$ cat src/rtl/imem_loader_pkg.sv
// Shared types and constants for the boot-time instruction-memory loader.
package imem_loader_pkg;

  typedef enum logic [2:0] {
    S_IDLE, S_HDR_HI, S_HDR_LO, S_DATA, S_WRITE, S_CSUM, S_DONE, S_ERR
  } state_e;

  localparam int HDR_BYTES      = 2;
  localparam int BYTES_PER_WORD = 4;
  localparam int COUNT_W        = 16;

  function automatic int max_i(input int a, input int b);
    return (a > b) ? a : b;
  endfunction

endpackage

$ cat src/rtl/imem_loader_if.sv
// Byte-stream input, instruction-memory write port and core-control status of the loader.
interface imem_loader_if #(parameter int ADDR_W = 8);
  logic              start;
  logic              s_valid;
  logic [7:0]        s_data;
  logic              s_ready;
  logic              imem_we;
  logic [ADDR_W-1:0] imem_addr;
  logic [31:0]       imem_wdata;
  logic              cpu_hold;
  logic              done;
  logic              err;

  modport slave (
    input  start, s_valid, s_data,
    output s_ready, imem_we, imem_addr, imem_wdata, cpu_hold, done, err
  );

  modport master (
    output start, s_valid, s_data,
    input  s_ready, imem_we, imem_addr, imem_wdata, cpu_hold, done, err
  );
endinterface

$ cat src/rtl/imem_loader_byte_word_packer.sv
// Packs MSB-first bytes into a word; o_word is combinational so the FSM can latch it on the 4th byte.
module byte_word_packer
  import imem_loader_pkg::*;
(
  input  logic                        clk,
  input  logic                        rst,
  input  logic                        i_clr,
  input  logic                        i_byte_valid,
  input  logic [7:0]                  i_byte,
  output logic                        o_word_valid,
  output logic [8*BYTES_PER_WORD-1:0] o_word
);
  localparam int CNT_W = $clog2(BYTES_PER_WORD);

  logic [CNT_W-1:0]                r_cnt;
  logic [8*(BYTES_PER_WORD-1)-1:0] r_shreg;

  always_ff @(posedge clk or negedge rst) begin
    if (!rst) begin
      r_cnt   <= '0;
      r_shreg <= '0;
    end else if (i_clr) begin
      r_cnt   <= '0;
      r_shreg <= '0;
    end else if (i_byte_valid) begin
      r_cnt   <= r_cnt + 1'b1;
      r_shreg <= {r_shreg[8*(BYTES_PER_WORD-2)-1:0], i_byte};
    end
  end

  assign o_word_valid = i_byte_valid && (r_cnt == CNT_W'(BYTES_PER_WORD - 1));
  assign o_word       = {r_shreg, i_byte};

endmodule

$ cat src/rtl/imem_loader.sv
// Boot loader: header-counted big-endian byte stream -> imem writes from address 0; holds core in reset.
// Optional trailing checksum byte when IMEM_LOADER_CHECKSUM_EN is defined.
module imem_loader
  import imem_loader_pkg::*;
#(
  parameter int ADDR_W = 8
) (
  input logic          clk,
  input logic          rst,
  imem_loader_if.slave bus
);
  // Wide enough for both the 16-bit header count and the 2**ADDR_W capacity.
  localparam int CMP_W = max_i(ADDR_W + 1, COUNT_W);

  state_e                 r_state;
  logic                   r_s_ready;
  logic                   r_we;
  logic                   r_cpu_hold;
  logic                   r_done;
  logic                   r_err;
  logic [31:0]            r_wdata;
  logic [ADDR_W:0]        r_idx;
  logic [COUNT_W-1:0]     r_count;
  logic [7:0]             r_hdr_hi;

  logic                   w_xfer;
  logic                   w_start_ok;
  logic                   w_word_valid;
  logic                   w_too_big;
  logic                   w_zero;
  logic                   w_last;
  logic [31:0]            w_word;
  logic [HDR_BYTES*8-1:0] w_hdr_count;
  logic [ADDR_W:0]        w_idx_nxt;

  assign w_xfer      = bus.s_valid && r_s_ready;
  assign w_start_ok  = bus.start && (r_state inside {S_IDLE, S_DONE, S_ERR});
  assign w_hdr_count = {r_hdr_hi, bus.s_data};
  assign w_too_big   = CMP_W'(w_hdr_count) > (CMP_W'(1) << ADDR_W);
  assign w_zero      = (w_hdr_count == '0);
  assign w_idx_nxt   = r_idx + 1'b1;
  assign w_last      = CMP_W'(w_idx_nxt) == CMP_W'(r_count);

  byte_word_packer u_packer (
    .clk          (clk),
    .rst          (rst),
    .i_clr        (w_start_ok),
    .i_byte_valid (w_xfer && (r_state == S_DATA)),
    .i_byte       (bus.s_data),
    .o_word_valid (w_word_valid),
    .o_word       (w_word)
  );

`ifdef IMEM_LOADER_CHECKSUM_EN
  logic [7:0] r_sum;
  logic [7:0] w_sum_nxt;

  assign w_sum_nxt = r_sum + bus.s_data;

  always_ff @(posedge clk or negedge rst) begin
    if (!rst)            r_sum <= '0;
    else if (w_start_ok) r_sum <= '0;
    else if (w_xfer)     r_sum <= w_sum_nxt;
  end
`endif

  always_ff @(posedge clk or negedge rst) begin
    if (!rst) begin
      r_state    <= S_IDLE;
      r_s_ready  <= 1'b0;
      r_we       <= 1'b0;
      r_cpu_hold <= 1'b1;
      r_done     <= 1'b0;
      r_err      <= 1'b0;
      r_wdata    <= '0;
      r_idx      <= '0;
      r_count    <= '0;
      r_hdr_hi   <= '0;
    end else begin
      case (r_state)
        S_IDLE, S_DONE, S_ERR: begin
          if (w_start_ok) begin
            r_state    <= S_HDR_HI;
            r_s_ready  <= 1'b1;
            r_cpu_hold <= 1'b1;
            r_done     <= 1'b0;
            r_err      <= 1'b0;
            r_idx      <= '0;
          end
        end
        S_HDR_HI: begin
          if (w_xfer) begin
            r_hdr_hi <= bus.s_data;
            r_state  <= S_HDR_LO;
          end
        end
        S_HDR_LO: begin
          if (w_xfer) begin
            r_count <= w_hdr_count;
            if (w_too_big) begin
              r_state   <= S_ERR;
              r_s_ready <= 1'b0;
              r_err     <= 1'b1;
            end else if (w_zero) begin
`ifdef IMEM_LOADER_CHECKSUM_EN
              r_state    <= S_CSUM;
`else
              r_state    <= S_DONE;
              r_s_ready  <= 1'b0;
              r_done     <= 1'b1;
              r_cpu_hold <= 1'b0;
`endif
            end else begin
              r_state <= S_DATA;
            end
          end
        end
        S_DATA: begin
          // Stall the stream for the write cycle so addr/data stay stable under imem_we.
          if (w_word_valid) begin
            r_state   <= S_WRITE;
            r_s_ready <= 1'b0;
            r_we      <= 1'b1;
            r_wdata   <= w_word;
          end
        end
        S_WRITE: begin
          r_we  <= 1'b0;
          r_idx <= w_idx_nxt;
          if (w_last) begin
`ifdef IMEM_LOADER_CHECKSUM_EN
            r_state    <= S_CSUM;
            r_s_ready  <= 1'b1;
`else
            r_state    <= S_DONE;
            r_done     <= 1'b1;
            r_cpu_hold <= 1'b0;
`endif
          end else begin
            r_state   <= S_DATA;
            r_s_ready <= 1'b1;
          end
        end
`ifdef IMEM_LOADER_CHECKSUM_EN
        S_CSUM: begin
          if (w_xfer) begin
            r_s_ready <= 1'b0;
            if (w_sum_nxt == 8'h00) begin
              r_state    <= S_DONE;
              r_done     <= 1'b1;
              r_cpu_hold <= 1'b0;
            end else begin
              r_state <= S_ERR;
              r_err   <= 1'b1;
            end
          end
        end
`endif
        default: begin
          r_state   <= S_IDLE;
          r_s_ready <= 1'b0;
          r_we      <= 1'b0;
        end
      endcase
    end
  end

  assign bus.s_ready    = r_s_ready;
  assign bus.imem_we    = r_we;
  assign bus.imem_addr  = r_idx[ADDR_W-1:0];
  assign bus.imem_wdata = r_wdata;
  assign bus.cpu_hold   = r_cpu_hold;
  assign bus.done       = r_done;
  assign bus.err        = r_err;

endmodule
$ cat src/flat_wrapper.sv
// flat-port wrapper written by rule: the top's interface ports become plain ports
module imem_loader_flat import imem_loader_pkg::*;
#(
  parameter int ADDR_W = 8
)
  (clk, rst, bus_start, bus_s_valid, bus_s_data, bus_s_ready, bus_imem_we, bus_imem_addr, bus_imem_wdata, bus_cpu_hold, bus_done, bus_err);
  imem_loader_if #(.ADDR_W(ADDR_W)) bus_i ();
  input logic clk;
  input logic rst;
  input wire logic [$bits(bus_i.start)-1:0] bus_start;
  input wire logic [$bits(bus_i.s_valid)-1:0] bus_s_valid;
  input wire logic [$bits(bus_i.s_data)-1:0] bus_s_data;
  output wire logic [$bits(bus_i.s_ready)-1:0] bus_s_ready;
  output wire logic [$bits(bus_i.imem_we)-1:0] bus_imem_we;
  output wire logic [$bits(bus_i.imem_addr)-1:0] bus_imem_addr;
  output wire logic [$bits(bus_i.imem_wdata)-1:0] bus_imem_wdata;
  output wire logic [$bits(bus_i.cpu_hold)-1:0] bus_cpu_hold;
  output wire logic [$bits(bus_i.done)-1:0] bus_done;
  output wire logic [$bits(bus_i.err)-1:0] bus_err;
  assign bus_i.start = bus_start;
  assign bus_i.s_valid = bus_s_valid;
  assign bus_i.s_data = bus_s_data;
  assign bus_s_ready = bus_i.s_ready;
  assign bus_imem_we = bus_i.imem_we;
  assign bus_imem_addr = bus_i.imem_addr;
  assign bus_imem_wdata = bus_i.imem_wdata;
  assign bus_cpu_hold = bus_i.cpu_hold;
  assign bus_done = bus_i.done;
  assign bus_err = bus_i.err;
  imem_loader #(.ADDR_W(ADDR_W)) u_core (.clk(clk), .rst(rst), .bus(bus_i));
endmodule
$ cat config.mk
export PLATFORM = sky130hd
export DESIGN_NAME = imem_loader_flat
export DESIGN_NICKNAME = d
export VERILOG_FILES = /design/src/rtl/imem_loader_pkg.sv /design/src/rtl/imem_loader_if.sv /design/src/rtl/imem_loader_byte_word_packer.sv /design/src/rtl/imem_loader.sv /design/src/flat_wrapper.sv
export SDC_FILE = /design/constraint.sdc
export NUM_CORES = 1
export LEC_CHECK = 0
export ABC_AREA = 1
export BUFFER_PORTS_ARGS = -buffer_cell sky130_fd_sc_hd__buf_4
export CAP_MARGIN = 30
export CORE_MARGIN = 1.5
export CORE_UTILIZATION = 45
export CTS_BUF_LIST = sky130_fd_sc_hd__clkbuf_8 sky130_fd_sc_hd__clkbuf_16
export DETAILED_ROUTE_END_ITERATION = 16
export GPL_TIMING_DRIVEN = 0
export PLACE_DENSITY = 0.67
export SLEW_MARGIN = 20
export SYNTH_ARGS = -nofsm -noshare
export SYNTH_HDL_FRONTEND = slang
export SYNTH_SLANG_ARGS = --single-unit
$ cat constraint.sdc
create_clock -name clk -period 1.5 [get_ports clk]
set_input_delay 0.3 -clock clk [delete_from_list [all_inputs] [get_ports clk]]
set_output_delay 0.3 -clock clk [all_outputs]
set_load 0.02 [all_outputs]
Word level (Yosys, flattened, before mapping)
Cells that the tools add are included.
{"block": "classes", "n_eq_ne": 18, "n_addsub": 2, "bitwise": 2, "n_mux": 36, "reduce_logical": 22, "n_lt_le_gt_ge": 1}
{"op": "$mux W24", "n": 2}
{"op": "$mux W3", "n": 7}
{"op": "$pmux W9 S2", "n": 1}
{"op": "$mux W1", "n": 17}
{"op": "$eq A9 B16 Y1", "n": 1}
{"op": "$gt A16 B9 Y1 const B", "n": 1}
{"op": "$logic_not A16 Y1", "n": 1}
{"op": "$pmux W3 S5", "n": 1}
{"op": "$reduce_and A6 Y1", "n": 2}
{"op": "$ne A2 B1 Y1 const B", "n": 5}
{"op": "$reduce_and A2 Y1", "n": 5}
{"op": "$add A9 B1 Y9 const B", "n": 1}
{"op": "$eq A3 B3 Y1 const B", "n": 3}
{"op": "$mux W9", "n": 1}
{"op": "$ne A2 B2 Y1 const B", "n": 4}
{"op": "$reduce_and A4 Y1", "n": 2}
{"op": "$eq A3 B2 Y1 const B", "n": 2}
{"op": "$pmux W1 S3", "n": 2}
{"op": "$reduce_bool A2 Y1", "n": 3}
{"op": "$reduce_bool A3 Y1", "n": 2}
{"op": "$pmux W1 S5", "n": 1}
{"op": "$reduce_or A5 Y1", "n": 1}
{"op": "$logic_and A1 B1 Y1", "n": 4}
{"op": "$mux W2", "n": 2}
{"op": "8 further kinds", "n": 10}
{"block": "totals", "out_inout_bits": 45, "reg_bits": 99, "input_bits": 12, "elab_cells": 93}

Logic depth before layout (Yosys ltp)
Gate-level depths: netlist (run 1).
{"block": "logic_depth", "word_depth": 5, "depth_mapped": 15, "depth_no_buf": 15}

By module
A second synthesis (run 1) with hierarchy kept.
{"block": "unflattened", "cells_unflattened": 498, "area_unflattened_um2": 4654.5}
{"mod": "imem_loader", "seq_area_each_um2": 1828.0, "cells_each": 373, "area_per_inst_um2": 3389.5, "n_inst": 1}
{"mod": "byte_word_packer", "seq_area_each_um2": 650.6, "cells_each": 125, "area_per_inst_um2": 1265.0, "n_inst": 1}

Worst setup path before layout (run 1)
No wires, ideal clock.
{"block": "synth_path", "path_type": "flip-flop to flip-flop", "startpoint": "reg u_core.r_idx[0]", "endpoint": "reg u_core.r_done (netlist: u_core.bus.done)", "t_arrival_ns": 1.506, "path_stages_with_launch": 15, "setup_time_ns": 0.117, "t_required_ns": 1.383, "slack_ns": -0.123, "n_path_buf": 0, "path_cell_list": "dfrtp_1 -> ha_1 -> nand2_2 -> nor2_1 -> nand2_1 -> nand2_1 -> nand2_1 -> nand2_1 -> nand2_1 -> nor2_1 -> nand2_1 -> nand2_2 -> nand3_2 -> nand2_1 -> nand2_1"}
{"block": "synth_between", "elab_chain_len": 4}
{"element": "start, declared", "line_no": "imem_loader.sv:22", "source": "logic [ADDR_W:0] r_idx;"}
{"element": "start signal, assigned", "line_no": "imem_loader.sv:129", "source": "r_idx <= w_idx_nxt;"}
{"element": "$add A9 B1 Y9", "line_no": "imem_loader.sv:41", "source": "assign w_idx_nxt = r_idx + 1'b1;"}
{"element": "$eq A9 B16 Y1", "line_no": "imem_loader.sv:42", "source": "assign w_last = CMP_W'(w_idx_nxt) == CMP_W'(r_count);"}
{"element": "$ne A2 B1 Y1 (no source line)"}
{"element": "$reduce_and A6 Y1 (no source line)"}
{"element": "end signal, assigned", "line_no": "imem_loader.sv:73", "source": "r_done <= 1'b0;"}
{"element": "end signal, assigned", "line_no": "imem_loader.sv:86", "source": "r_done <= 1'b0;"}
{"element": "end signal, assigned", "line_no": "imem_loader.sv:110", "source": "r_done <= 1'b1;"}
{"element": "end, declared", "line_no": "imem_loader.sv:19", "source": "logic r_done;"}
No other way between the ends.
A chain may end at the register's enable or synchronous reset.

Worst setup path in the final report (run 1)
{"block": "layout_path", "startpoint": "reg u_core.r_state[2]", "endpoint": "reg u_core.r_s_ready (netlist: u_core.bus.s_ready)"}
{"block": "layout_between", "elab_chain_len": 5}
{"element": "start, declared", "line_no": "imem_loader.sv:15", "source": "state_e r_state;"}
{"element": "start signal, assigned", "line_no": "imem_loader.sv:69", "source": "r_state <= S_IDLE;"}
{"element": "start signal, assigned", "line_no": "imem_loader.sv:83", "source": "r_state <= S_HDR_HI;"}
{"element": "start signal, assigned", "line_no": "imem_loader.sv:94", "source": "r_state <= S_HDR_LO;"}
{"element": "$eq A3 B3 Y1, or another cell as far along", "line_no": "imem_loader.sv:37, imem_loader.sv:80"}
{"element": "$reduce_bool A3 Y1 or $logic_and A1 B1 Y1 (tied branches)", "line_no": "imem_loader.sv:37, imem_loader.sv:48"}
{"element": "$logic_and A1 B1 Y1 (on tied branches)", "line_no": "imem_loader.sv:37, imem_loader_byte_word_packer.sv:31"}
{"element": "$ne A2 B2 Y1 (no source line)"}
{"element": "$reduce_and A6 Y1 (no source line)"}
{"element": "end signal, assigned", "line_no": "imem_loader.sv:70", "source": "r_s_ready <= 1'b0;"}
{"element": "end signal, assigned", "line_no": "imem_loader.sv:84", "source": "r_s_ready <= 1'b1;"}
{"element": "end signal, assigned", "line_no": "imem_loader.sv:102", "source": "r_s_ready <= 1'b0;"}
{"element": "end, declared", "line_no": "imem_loader.sv:16", "source": "logic r_s_ready;"}
Parallel ways exist; a longest one is shown, timed or not.

==> results of run 1 <==
[logic make-up after synthesis]
| group | Yosys count | share of synthesized area |
|---|---|---|
| AO/OA/AOI/OAI | 96 | 0.119 |
| AND/OR/NAND/NOR | 207 | 0.206 |
| flip-flops | 99 | 0.569 |
| adder cells (fa/ha/maj) | 2 | 0.00574 |
| buffers and inverters | 98 | 0.0962 |
| XOR/XNOR | 1 | 0.00201 |
| multiplexers | 1 | 0.00258 |
[worst reg2reg max path: cells and delay by family (launching register included)]
kind / cells / cell delay (ns)
and+or+nand+nor: 8 / 0.90
AOI/OAI and AO/OA: 1 / 0.09
buffers and inverters: 2 / 0.25
DFF: 1 / 0.44
[how the worst min path moves through the flow]
stage                                  endpoint  cells past startpoint  slack (ns)
finish                 u_core.bus.imem_wdata[0]                      3        0.28
global placement            u_core.bus.cpu_hold                      2        0.45
CTS                 u_core.u_packer.r_shreg[20]                      1        0.05
detailed placement              u_core.r_idx[3]                      1        0.45
floorplan                       u_core.bus.done                      0       0.004
global route           u_core.bus.imem_wdata[2]                      3        0.30
[what timing repair did]
| action | 4_1_cts | 5_1_grt |
|---|---|---|
| hold endpoints to repair | 0 | 19 |
| pin swaps | 3 | 23 |
| resized for setup | 23 | 185 |
| endpoints found under the setup margin | 94 | 98 |
| buffers inserted | 12 | 18 |
| gates cloned | 0 | 6 |
| hold buffers | 0 | 1 |
[flip-flops by register name, indices dropped and copies added, names as in the netlist]
signal                   count
u_core.bus.imem_wdata       32
u_core.r_count              16
u_core.r_idx                 9
u_core.u_packer.r_shreg     24
u_core.bus.imem_we           1
u_core.r_state               3
u_core.bus.cpu_hold          1
u_core.bus.done              1
u_core.r_hdr_hi              8
u_core.u_packer.r_cnt        2
u_core.bus.err               1
u_core.bus.s_ready           1
[power breakdown]
part | leakage (nW) | internal, mW | switching [mW] | total, mW
sequential | 1.33 | 3.20 | 0.358 | 3.56
combinational | 1.58 | 1.56 | 2.06 | 3.62
clock | 0.107 | 0.683 | 1.11 | 1.79
[synthesized netlist by cell type, drive strengths merged]
| cell type | number |
|---|---|
| o22ai | 28 |
| dfrtp | 98 |
| or2 | 2 |
| nand3b | 2 |
| nand3 | 27 |
| dfstp | 1 |
| clkbuf | 7 |
| ha | 2 |
| inv | 75 |
| nor3 | 4 |
| o21a | 1 |
| nand2 | 140 |
| mux2 | 1 |
| xor2 | 1 |
| nor2 | 28 |
| o21ai | 63 |
| nand4 | 4 |
| a21oi | 4 |
| buf | 16 |
[layer usage]
metal | share of wire | global-route usage | vias to the layer above
met3 | 0.036 | 0.0435 | 18
met5 | 0 | 0 | -
met2 | 0.50 | 0.328 | 93
met1 | 0.44 | 0.310 | 1895
li1 | - | - | 1818
met4 | 0.019 | 0.0705 | 0
[area by class of cell]
type,instances,area (sq um)
Tap cell,129,161
Buffer,23,233
Multi-Input combinational cell,307,1970
Timing Repair Buffer,94,887
Sequential cell,99,2490
Clock buffer,9,124
Inverter,75,300
Clock inverter,7,93.8
Fill cell,699,3070
[metrics by stage]
step                      setup WS (ns)  setup TNS [ns]
final                            -0.266           -5.26
after global routing             -0.384           -9.19
after CTS                        -0.261           -4.67
after detailed placement         -0.363          -16.21
after global placement           -0.337          -14.86
after floorplan                  -0.110          -0.368
==> flow_metrics.tcl, run 1 <==
set metrics [dict create \
    outcome "finished with violations" \
    violations "negative setup slack" \
    slowest_stage "dfrtp_1" \
    synth.distinct_cells 29 \
    synth_top_area_cell "dfrtp_1" \
    io-pin-count 57 \
    start_util 0.467 \
    grt_pass1_vias 3391 \
    dr.pass1.iters 5 \
    core_area_sq_um 9330 \
    grt_use_total 0.215 \
    cp.depth 11 \
    die_y_um 101 \
    post-route-min-period_ns 1.77 \
    avgSynthCellArea_sq_um 8.65 \
    relSlewSlack 0.730 \
    p_per_area_nw_per_um2 1430 \
    endpoint "u_core.bus.s_ready" \
    crit_type "register to register" \
    final_common_cell "nand2_1" \
    finalInstanceArea_sq_um 6260 \
    total_leakage_power_nw 3.02 \
    wl_mm 11.6 \
    rsz0062_at_grt "true" \
    hp-class "primary input to register" \
    rrSetupSlack_ns -0.27 \
    dieWidth_um 101 \
    yosysSeqAreaShare 0.569 \
    fin_skew_ns 0.0189 \
    setup-violations-final 73 \
    fin_crit_sh 1.18 \
    worst_r2r_startpoint "u_core.r_state[2]" \
    crit_chain "buf_4 > nand2_1 > o21ai_2 > nand2_1 > nand2_1 > nor3_1 > nand2_1 > inv_1 > nand2_1 > nand2_1 > nand2_1" \
    path_delay_family "simple AND/OR/NAND/NOR gates" \
    netlist_instances 504 \
    reg2reg_to "u_core.bus.s_ready" \
    grt_antenna_before_repair 0 \
    min_from "bus_s_data[0]" \
    place_hpwl_mm 7.01 \
    synthTopCellsByArea "dfrtp_1, nand2_1, inv_1, o21ai_0, o22ai_1" \
    most-common-layout-cells "nand2_1, dfrtp_1, buf_4" \
    cp.required_ns 1.78 \
    cts_tree "yes" \
    grt-ovfl-total 0 \
    worst_pin_slew_ns 0.406 \
    endpoint_kind "register" \
    clk_path_buf_depth 2 \
    cts_root_buf "clkbuf_8" \
    p_total_mw 8.97 \
    syn-cell-area_sq_um 4360 \
    grt_pass1_wl_mm 17.0 \
    hold_viol_final 0 \
    drcViolationCount 0 \
    gp_congestion 0.803 \
    synth_seq_cells 99 \
    cts_max_level 3 \
    vdd_ir_drop_max_mv 0.611 \
    port_buffers 56 \
    ff2ff_path_depth 11 \
    routedWlPerCell_um 15.6 \
    cp_num_buf_inv 2 \
    cts_made_buffers 9 \
    cap_violations 0 \
    cts.clk_slew.worst_paths_ns 0.11 \
    first_iter_violations 211 \
    clock_latency_ns 0.38 \
    start_kind "register" \
    final_cells 743 \
    layout.nets 623 \
    slowest_delay_ns 0.44 \
    worst_ep_arrival_time_ns 2.05 \
    synth_top_area_share 0.563 \
    startpoint "u_core.r_state[2]" \
    dieArea_sq_um 10300 \
    ant_nets 0 \
    num_antenna_cells 0 \
    final_util 0.671 \
    drt-vias-per-instance 5.15 \
    clock_sinks 99 \
    crit_top_cell "nand2_1" \
    place_inst 689 \
    drive_gt1_frac 0.428 \
    grt_max_degree 100 \
    areaGrowthSynthToFinish_pct 43.6 \
    crit_fanout 3 \
    holdWs_ns 0.281 \
    vias 3824 \
    placed_cell_area_sq_um 4960 \
    setup_ws_ns -0.266 \
    clock.fmax_ghz 0.566 \
    yosys_warnings 0 \
    row_count 35 \
    maxSlewViolCount 0 \
    synth_fp_nets 518 \
]
Power figures use the tool's default switching activity.
==> run 2, diff against run 1 <==
--- a/config.mk
+++ b/config.mk
@@ -6,14 +6,13 @@
 export NUM_CORES = 1
 export LEC_CHECK = 0
 export ABC_AREA = 1
-export BUFFER_PORTS_ARGS = -buffer_cell sky130_fd_sc_hd__buf_4
 export CAP_MARGIN = 30
 export CORE_MARGIN = 1.5
 export CORE_UTILIZATION = 45
 export CTS_BUF_LIST = sky130_fd_sc_hd__clkbuf_8 sky130_fd_sc_hd__clkbuf_16
 export DETAILED_ROUTE_END_ITERATION = 16
+export DONT_BUFFER_PORTS = 1
 export GPL_TIMING_DRIVEN = 0
-export PLACE_DENSITY = 0.67
 export SLEW_MARGIN = 20
 export SYNTH_ARGS = -nofsm -noshare
 export SYNTH_HDL_FRONTEND = slang
==> run 2 against run 1 <==
Against the previous run:
- the flow finishes with violations (negative hold slack, negative setup slack)
- clock power about the same
- register-to-register slack about the same
- sequential share of layout area increased by 4.0 points
- maximum frequency rose by 0.50%
- final cell count is 8.2% lower
- critical path depth is 3 higher
- sequential cell count unchanged
- largest cell class unchanged
- largest power group is now registers
==> flow_metrics.tcl, run 2 (synthesis gave the netlist of run 1 again) <==
set metrics [dict create \
    use_met1 0.302 \
    start_util 0.467 \
    vias 3575 \
    final_cells 682 \
    fin_skew_ns 0.0256 \
    tns_ns -7.53 \
    cp_num_buf_inv 1 \
    relSlewSlack 0.768 \
    setup_ws_ns -0.258 \
    violations "negative hold slack, negative setup slack" \
    clock_sinks 99 \
    slowest_stage "dfrtp_2" \
    num_antenna_cells 0 \
    crit_chain "ha_4 > inv_2 > nand2_1 > nand2_1 > nor2_1 > nand2_1 > nor2_1 > nand3_1 > nor2_2 > nand2_1 > nand2_2 > nand3_2 > nand2_1 > nand2_1" \
    vdd_ir_drop_max_mv 0.600 \
    hold_viol_final 99 \
    post-route-min-period_ns 1.76 \
    routedWlPerCell_um 16.7 \
    rsz0062_at_grt "true" \
    core_area_sq_um 9330 \
    clock.fmax_ghz 0.569 \
    drt-vias-per-instance 5.24 \
    port_buffers 0 \
    io-pin-count 57 \
    grt-ovfl-total 0 \
    ant_nets 0 \
    dr.pass1.iters 4 \
    start_kind "register" \
    most-common-layout-cells "nand2_1, dfrtp_1, inv_1" \
    largest_reg_flops 32 \
    outcome "finished with violations" \
    holdWs_ns -0.391 \
    clk_path_buf_depth 2 \
    hp-class "primary input to asynchronous set/reset pin" \
    worst_pin_slew_ns 0.348 \
    areaGrowthSynthToFinish_pct 30.5 \
    p_total_mw 8.68 \
    crit_fanout 3 \
    grt_util_met3 0.0476 \
    crit_type "register to register" \
    layout.nets 562 \
    place_hpwl_mm 7.02 \
    p_per_area_nw_per_um2 1530 \
    pre_cts_ws_ns -0.344 \
    first_iter_violations 239 \
    cts_tree "yes" \
    grt_use_total 0.218 \
    drcViolationCount 0 \
    placed_cell_area_sq_um 4540 \
    crit_top_cell "nand2_1" \
    cp.required_ns 1.79 \
    cts_max_level 3 \
    final_util 0.610 \
    cts_made_buffers 9 \
    dieArea_sq_um 10300 \
    slowest_delay_ns 0.44 \
    maxSlewViolCount 0 \
    row_count 35 \
    nFillCells 793 \
    die_y_um 101 \
    setup-violations-final 70 \
    drive_gt1_frac 0.344 \
    grt_pass1_vias 3442 \
    grt_antenna_before_repair 0 \
    finalInstanceArea_sq_um 5690 \
    cts_root_buf "clkbuf_8" \
    endpoint_kind "register" \
    clock_latency_ns 0.39 \
    grt_pass1_wl_mm 17.0 \
    met2_usage 0.339 \
    gp_congestion 0.898 \
    cts.clk_slew.worst_paths_ns 0.12 \
    fin_crit_sh 1.17 \
    dieWidth_um 101 \
    wl_mm 11.4 \
    path_delay_family "simple AND/OR/NAND/NOR gates" \
    worst_ep_arrival_time_ns 2.05 \
    final_common_cell "nand2_1" \
    grt_max_degree 100 \
    grt_busiest_layer "met2" \
    total_leakage_power_nw 2.64 \
    place_inst 633 \
    cp.depth 14 \
    cap_violations 0 \
    ff2ff_path_depth 14 \
]
[run 2: cell count changes in the layout (fill, tap and decap cells not counted), moves of 5 or more]
cell / previous run / this run
o22ai_4: 5 / 0
inv_1: 61 / 66
o21ai_1: 20 / 26
o21ai_0: 24 / 19
buf_4: 84 / 26
[run 2: layer usage]
metal	wire, um	share of wire
met1	5080	0.45
met2	5590	0.49
met3	471	0.041
met4	222	0.020
met5	0	0
[run 2: power breakdown]
part	total, mW	switching [mW]	internal (mW)
clock	1.78	1.10	0.681
combinational	3.28	1.85	1.43
sequential	3.62	0.419	3.20
[run 2: final timing paths]
kind	startpoint	end	slack, ns
worst max-delay path	u_core.r_idx[0]	u_core.bus.done	-0.26
worst min-delay path	rst	u_core.r_idx[4]	-0.39
worst max register to register	u_core.r_idx[0]	u_core.bus.done	-0.26
worst min register to register	u_core.r_count[15]	u_core.r_count[15]	0.49
max in group asynchronous	rst	u_core.bus.cpu_hold	1.66
min in group clk	bus_start	u_core.bus.err	0.18
[run 2: timing repair]
action                     in CTS  in global routing
hold endpoints to repair       99                 99
setup buffers                   8                 18
resized for setup              31                162
setup endpoints to repair      95                 97
pin swaps                       3                 10
gates cloned                    2                  5
[run 2: final cells by class]
cell class | count | area [sq um] | area share
flip-flops and latches | 99 | 2490 | 0.437
multi-input cells | 307 | 1910 | 0.337
repair buffers | 33 | 388 | 0.0682
inverters | 75 | 294 | 0.0517
plain buffers | 23 | 230 | 0.0405
well taps | 129 | 161 | 0.0284
clock buffers | 9 | 124 | 0.0218
clock inverters | 7 | 88.8 | 0.0156
